==> config.mk <==
export PLATFORM = sky130hd
export DESIGN_NAME = fetch_stage
export DESIGN_NICKNAME = d
export VERILOG_FILES = /design/src/rtl/fetch_stage.sv
export SDC_FILE = /design/constraint.sdc
export NUM_CORES = 1
export LEC_CHECK = 0
export ABC_CLOCK_PERIOD_IN_PS = 3500
export CELL_PAD_IN_SITES_DETAIL_PLACEMENT = 0
export CELL_PAD_IN_SITES_GLOBAL_PLACEMENT = 1
export CORE_ASPECT_RATIO = 1.1
export CORE_MARGIN = 4
export CORE_UTILIZATION = 33
export CTS_CLUSTER_SIZE = 12
export DETAILED_ROUTE_END_ITERATION = 8
export GPL_ROUTABILITY_DRIVEN = 0
export GPL_TIMING_DRIVEN = 0
export PLACE_DENSITY = 0.77
export SYNTH_ARGS = -nofsm -noshare
export SYNTH_HDL_FRONTEND = slang
export SYNTH_SLANG_ARGS = --single-unit
==> constraint.sdc <==
create_clock -name i_CLK -period 3.5 [get_ports i_CLK]
set_clock_uncertainty 0.05 [all_clocks]
set_input_delay 0.875 -clock i_CLK [delete_from_list [all_inputs] [get_ports i_CLK]]
set_output_delay 0.875 -clock i_CLK [all_outputs]
set_load 0.02 [all_outputs]
==> src/rtl/fetch_stage.sv <==
// fetch_stage: IF stage of the pipeline.
// Owns the architectural PC and keeps at most one request outstanding to
// instruction memory. Data from memory is either passed straight through
// (zero-wait streaming) or parked in a buffer while decode stalls. A
// redirect that lands while a request is in flight lets that request
// complete, drops its data, and then refetches from the new PC.
//
// Handshake: o_IMemReq/o_IMemAddr stay asserted and stable until a cycle
// with i_IMemReady=1 completes the request. i_IMemRData is sampled only in
// that cycle. Requests are never withdrawn, except by reset.
//
// Optional build macro: FETCH_MISALIGN_TRAP_EN
//   defined   : a request start at a PC with nonzero low bits enters a TRAP
//               state, which raises o_MisalignF until a redirect arrives.
//   undefined : the low two address bits are masked off and o_MisalignF is 0.
module fetch_stage #(
    parameter int                       ADDRESS_WIDTH = 32,
    parameter int                       INSTR_WIDTH   = 32,
    parameter logic [ADDRESS_WIDTH-1:0] RESET_PC      = '0
) (
    input  logic                     i_CLK,
    input  logic                     i_RST,
    input  logic                     i_n_EN,
    input  logic                     i_PCSrcD,
    input  logic [ADDRESS_WIDTH-1:0] i_PCBranchD,
    input  logic                     i_JumpD,
    input  logic [ADDRESS_WIDTH-1:0] i_PCJumpD,
    output logic                     o_IMemReq,
    output logic [ADDRESS_WIDTH-1:0] o_IMemAddr,
    input  logic                     i_IMemReady,
    input  logic [INSTR_WIDTH-1:0]   i_IMemRData,
    output logic [INSTR_WIDTH-1:0]   o_InstrF,
    output logic [ADDRESS_WIDTH-1:0] o_PCPlus4F,
    output logic [4:0]               o_ShamtF,
    output logic                     o_ValidF,
    output logic                     o_FetchBusy,
    output logic                     o_MisalignF
);

    // S_IDLE    : one cycle after reset before the first request
    // S_FETCH   : request outstanding; its data is wanted
    // S_HOLD    : instruction buffered while decode stalls; no request
    // S_DISCARD : request outstanding but a redirect made its data stale
    // S_TRAP    : misaligned PC, waiting for a redirect (trap build only)
    typedef enum logic [2:0] {
        S_IDLE    = 3'd0,
        S_FETCH   = 3'd1,
        S_HOLD    = 3'd2,
        S_DISCARD = 3'd3,
        S_TRAP    = 3'd4
    } state_e;

    state_e                   state_q, state_d;
    logic [ADDRESS_WIDTH-1:0] pc_q, pc_d;
    logic [ADDRESS_WIDTH-1:0] req_addr_q, req_addr_d;
    logic [INSTR_WIDTH-1:0]   instr_buf_q, instr_buf_d;

    logic [ADDRESS_WIDTH-1:0] pc_plus4;
    logic [ADDRESS_WIDTH-1:0] redirect_tgt;
    logic [ADDRESS_WIDTH-1:0] next_pc;
    logic                     redirect_take;
    logic                     start_req;
    logic [ADDRESS_WIDTH-1:0] start_pc;
    logic [INSTR_WIDTH-1:0]   instr_f;
    logic                     misalign_f;

    // Next-PC selection: jump beats branch beats sequential; redirects only
    // count on an enabled (i_n_EN=0) edge.
    always_comb begin
        pc_plus4      = pc_q + ADDRESS_WIDTH'(4);
        redirect_tgt  = i_JumpD ? i_PCJumpD : i_PCBranchD;
        next_pc       = (i_JumpD || i_PCSrcD) ? redirect_tgt : pc_plus4;
        redirect_take = (i_JumpD || i_PCSrcD) && !i_n_EN;
    end

    // FSM next state, datapath next values and decoded outputs.
    always_comb begin
        state_d     = state_q;
        pc_d        = pc_q;
        req_addr_d  = req_addr_q;
        instr_buf_d = instr_buf_q;
        start_req   = 1'b0;
        start_pc    = pc_q;
        o_IMemReq   = 1'b0;
        instr_f     = '0;
        o_ValidF    = 1'b0;
        o_FetchBusy = 1'b1;
        misalign_f  = 1'b0;

        case (state_q)
            S_IDLE: begin
                start_req = 1'b1;
                start_pc  = pc_q;
            end
            S_FETCH: begin
                o_IMemReq = 1'b1;
                if (i_IMemReady) begin
                    instr_f     = i_IMemRData;
                    o_ValidF    = 1'b1;
                    o_FetchBusy = 1'b0;
                    if (!i_n_EN) begin
                        pc_d      = next_pc;
                        start_req = 1'b1;
                        start_pc  = next_pc;
                    end else begin
                        instr_buf_d = i_IMemRData;
                        state_d     = S_HOLD;
                    end
                end else if (redirect_take) begin
                    pc_d    = redirect_tgt;
                    state_d = S_DISCARD;
                end
            end
            S_HOLD: begin
                instr_f     = instr_buf_q;
                o_ValidF    = 1'b1;
                o_FetchBusy = 1'b0;
                if (!i_n_EN) begin
                    pc_d      = next_pc;
                    start_req = 1'b1;
                    start_pc  = next_pc;
                end
            end
            S_DISCARD: begin
                // The stale request stays on the bus until memory answers.
                o_IMemReq = 1'b1;
                if (redirect_take) begin
                    pc_d = redirect_tgt;
                end
                if (i_IMemReady) begin
                    start_req = 1'b1;
                    start_pc  = redirect_take ? redirect_tgt : pc_q;
                end
            end
`ifdef FETCH_MISALIGN_TRAP_EN
            S_TRAP: begin
                misalign_f = 1'b1;
                if (redirect_take) begin
                    pc_d      = redirect_tgt;
                    start_req = 1'b1;
                    start_pc  = redirect_tgt;
                end
            end
`endif
            default: begin
                state_d = S_IDLE;
            end
        endcase

        // Common request launch: latch the address and enter FETCH (or TRAP).
        if (start_req) begin
            state_d = S_FETCH;
`ifdef FETCH_MISALIGN_TRAP_EN
            req_addr_d = start_pc;
            if (start_pc[1:0] != 2'b00) begin
                state_d = S_TRAP;
            end
`else
            req_addr_d = start_pc & ~ADDRESS_WIDTH'(3);
`endif
        end
    end

    // State and datapath registers; reset abandons any in-flight request.
    always_ff @(posedge i_CLK or posedge i_RST) begin
        if (i_RST) begin
            state_q     <= S_IDLE;
            pc_q        <= RESET_PC;
            req_addr_q  <= RESET_PC;
            instr_buf_q <= '0;
        end else begin
            state_q     <= state_d;
            pc_q        <= pc_d;
            req_addr_q  <= req_addr_d;
            instr_buf_q <= instr_buf_d;
        end
    end

    // Output wiring; shamt is always a slice of the presented instruction.
    always_comb begin
        o_IMemAddr  = req_addr_q;
        o_InstrF    = instr_f;
        o_ShamtF    = instr_f[10:6];
        o_PCPlus4F  = pc_plus4;
        o_MisalignF = misalign_f;
    end

endmodule

# After elaboration in Yosys (flattened, before gate mapping)

Cells that the tools add are included.
Widths: inputs -> output; s select.

Output and inout bits: 105
Bits of input ports: 102
Flip-flop bits (word level): 97

Eq/ne operators: 6
Reductions and logical operators: 9
Multiplexer cells: 24
Add/sub/neg operators: 1

Operator list:

| operator              | number |
|---|---|
| $mux 32               | 8 |
| $pmux 32 s3           | 2 |
| $pmux 32 s2           | 1 |
| $add 32x3->32 const B | 1 |
| $mux 3                | 4 |
| $ne 4x4->1 const B    | 2 |
| $eq 3x2->1 const B    | 2 |
| $pmux 3 s2            | 1 |
| $reduce_and 3->1      | 2 |
| $mux 1                | 5 |
| $pmux 1 s2            | 2 |
| $pmux 1 s4            | 1 |
| $eq 3x1->1 const B    | 1 |
| $logic_not 3->1       | 1 |
| $reduce_bool 3->1     | 1 |
| $reduce_or 3->1       | 1 |
| $ne 2x1->1 const B    | 1 |
| $reduce_or 2->1       | 1 |
| $logic_and 1x1->1     | 1 |
| $logic_not 1->1       | 1 |
| $logic_or 1x1->1      | 1 |

# Longest topological paths before layout

Depth after elaboration: 6
Gate-level depth with buffers: 10
Gate-level depth less buffers: 8

# Least setup slack after synthesis

Ideal clock, no wire load.

Path type: in2out
From: in i_IMemReady
To: out o_ShamtF[0]
Stages: 7
Path buffers: 3
Path slack: 0.137 ns
Required time: 2.575 ns
Arrival: 2.438 ns
Cells stage by stage: buf_2 inv_1 nor2_1 clkbuf_1 a22oi_1 nor2b_1 buf_4

Longest elaborated chain between the ends: 2

RTL lines:

| what            | RTL line | source |
|---|---|---|
| start, declared | 30       | `input logic i_IMemReady,` |
| $mux 32         | 97       | `if (i_IMemReady) begin` |
| $pmux 32 s2     | 90       | `case (state_q)` |
| end, declared   | 34       | `output logic [4:0] o_ShamtF,` |

Every way passes these cells.

# Worst setup path in the final report

From: in i_JumpD
To: reg pc_q[13]

Longest elaborated chain between the ends: 5
Elaborated cells between the ends (all ways): 8

RTL lines:

| what                                                | RTL line   | source |
|---|---|---|
| start, declared                                     | 26         | `input logic i_JumpD,` |
| $mux 32 / $logic_or 1x1->1 (equally long branches)  | 71, 72, 73 |  |
| $mux 32 / $logic_and 1x1->1 (equally long branches) | 72, 73     |  |
| $mux 32, on equally long branches                   | -          |  |
| $mux 32                                             | 97         |  |
| $pmux 32 s3 *                                       | 90         |  |
| end signal, assigned                                | 173        | `pc_q <= pc_d;` |
| end, declared                                       | 54         | `logic [ADDRESS_WIDTH-1:0] pc_q, pc_d;` |

Mark *: on every way between the ends. The rest lies on a longest branch, timed or not.
A chain may end at the register's enable or synchronous reset.

==> metrics <==
CTS H-tree lvls=3; die area=0.0269 mm^2; Worst Reg-to-Reg Cells=7; Least-Margin Pin Slew=1.38 ns; predominant post-synthesis flop cell=dfrtp_1; row count=59; overall power=0.00937 W; Max Root-Sink Buffers=2; Min-Delay Startpoint=o_IMemAddr[14]; failing checks=design-rule violations, negative setup slack; core area=0.0238 mm^2; Clock transition at path regs=0.08 ns; 1st-pass router iterations=8; Final period util=101%; Synth Register Bits=96; dpl cell area=0.0105 mm^2; Net count, final=1,327; worst hold stages=2; Final Non-Filler Cells=1,531; RR Startpoint=state_q[1]; Reg2Reg Capture Point=o_IMemAddr[23]; commonest non-fill, non-tap cell in the layout=clkdlybuf4s50_1; via count=9,563; Min-Delay Path Class=register to register; fin worst setup slack=-0.0219 ns; Synth warnings=0; total congestion overflow=0; Syn Area/Cell=8.12 um^2; Clock Latency Late Sink=0.37 ns; highest clock rate=284 MHz; Tmin final=3.52 ns; global-route wire length before repair=58.1 mm; Max-Slew Margin vs Limit=7.78%; final hold vios=0; status=finished, violations left; Antenna Nets Post-Route=0; Max-cap violations=0; Critical Path AT=3.67 ns; CTS Buf Count=9; Worst setup SP type=input port; clock tree root driver cell=clkbuf_16; pin count of the biggest net entering global routing=58; DRT iter0 DRCs=1,101; post-synth cell types=75; top-area cell type share of the netlist area=29.9%; EDFF count, synth=0; filler instances=2,440; Hold Slack=0.445 ns; Inst Count DP=1,499; CP max FO=10; Via density=6.25; Hold Crit Endpoint=o_IMemAddr[14]; Synth Instances=989; Synth async-reset ratio=100%; reg2reg setup slack=0.13 ns; Routed wire per std cell=26.0 um; Static Leak=4.44 nW; worst slack, placed=-1.57 ns; Peak VDD IR=0.362 mV; Die Width=157 um; cell area after synthesis=0.00803 mm^2; hpwl dp=28.7 mm; share of cells above drive strength 1=15.8%; CTS tree=done; drt drc=2; commonest non-fill, non-tap cells in the layout=146 x clkdlybuf4s50_1, 95 x dfrtp_1, 73 x nor2_1, 73 x o21ai_0, 73 x nand2_1; IO Port Bufs=202; vias in the first global route=9,379; Worst EP required=3.65 ns; Initial Util=33.7%; initial antenna violation count=1; post-route cell area=0.0110 mm^2; power density cells=852 mW/mm^2; CP endpoint kind=register; Yosys top cell by area=dfrtp_1; P&R area growth vs syn=37.0%; Die H=172 um; dominant cells by area after synthesis=dfrtp_1 30%, mux2_2 6.3%, a22oi_1 4.7%; io pins=207; Setup violations, final=1; total wire length=39.8 mm; CP Class=input port to register; post-synthesis sequential area ratio=29.9%; Slew Viols, Final=0; clock sinks=96; GRT Util Overall=28.4%
[kinds of logic (layout without fill, tap and decap cells)]
family          after synthesis  after routing  share of synthesized area (%)
compound gates              379            379                           31.3
xor+xnor                     28             28                           3.05
fa+ha+maj                     5              5                          0.779
buf+inv                     133            367                           7.17
flops                        96             96                           29.9
mux                          64             64                           8.74
other cells                   1              4                         0.0467
simple gates                283            283                           19.0
[worst max-delay path: stages]
cell and delay, ns:
clkdlybuf4s50_1 0.46, buf_2 0.28, nor2_1 0.49, clkbuf_2 0.43, buf_1 0.53, a31oi_1 0.20
o22ai_1 0.26, o21ai_0 0.13
[area by class of cell]
type	count	area, um^2	area share, %
buffer	109	542	4.92
timing repair buffer	222	2110	19.2
clock buffer	11	253	2.30
tap	305	382	3.47
clock inverter	5	38.8	0.353
inverter	20	81.3	0.739
sequential	96	2400	21.8
multi-input combinational	762	5190	47.2
antenna	1	2.50	0.0227
[cells in the mapped netlist, types with 9 or more instances]
cell,count
nor2_1,76
nor2b_1,35
a31oi_1,22
a22o_1,10
buf_2,22
xnor2_1,21
dfrtp_1,96
buf_1,9
inv_1,18
clkbuf_1,69
nand2_1,75
or3_1,9
nand3_1,17
a21oi_1,68
buf_4,13
and3_1,10
a22oi_1,50
o21ai_0,73
o22ai_1,51
a221oi_1,13
mux2_2,45
mux2i_1,18
[report_power, final]
group          total [W]  leakage (nW)  switching, W  internal (W)
logic            0.00629          3.15       0.00385       0.00244
registers        0.00204          1.15      0.000360       0.00168
clock network    0.00104         0.143      0.000515      0.000529
[state kept, by name, summed over array words and instances, names as in the netlist]
signal / cells
pc_q: 32
instr_buf_q: 32
o_IMemAddr: 30
state_q: 2
[worst max-delay path by stage]
stage          cells past startpoint   startpoint              to
5_1_grt                            6      pc_q[5]  o_PCPlus4F[13]
4_1_cts                            7      pc_q[2]  o_PCPlus4F[25]
6_report                           8      i_JumpD        pc_q[13]
3_3_place_gp                       2        i_RST  o_IMemAddr[19]
2_1_floorplan                      1        i_RST  instr_buf_q[0]
3_5_place_dp                       9  i_IMemReady     o_ShamtF[4]
[metrics by stage]
stage / utilization (%) / setup TNS (ns)
CTS: 45.8 / 0
finish: 46.1 / -0.0219
global route: 46.1 / -0.0856
global placement: 43.8 / -277.33
detailed placement: 43.9 / -90.64
floorplan: - / 0
[routing by layer]
| metal | GRT usage, % | vias to the layer above | wire length, um |
|---|---|---|---|
| met5 | 0 | - | 0 |
| met4 | 17.1 | 0 | 2550 |
| met3 | 6.72 | 172 | 4890 |
| met2 | 44.3 | 749 | 17300 |
| met1 | 35.6 | 4475 | 15100 |
| li1 | - | 4167 | - |
[what timing repair did]
action / 4_1_cts / 5_1_grt
pin swaps: 7 / 4
buffers inserted: 13 / 6
endpoints found under the setup margin: 102 / 49
hold buffers: 0 / 0
resized for setup: 107 / 40
Power figures use the tool's default switching activity.
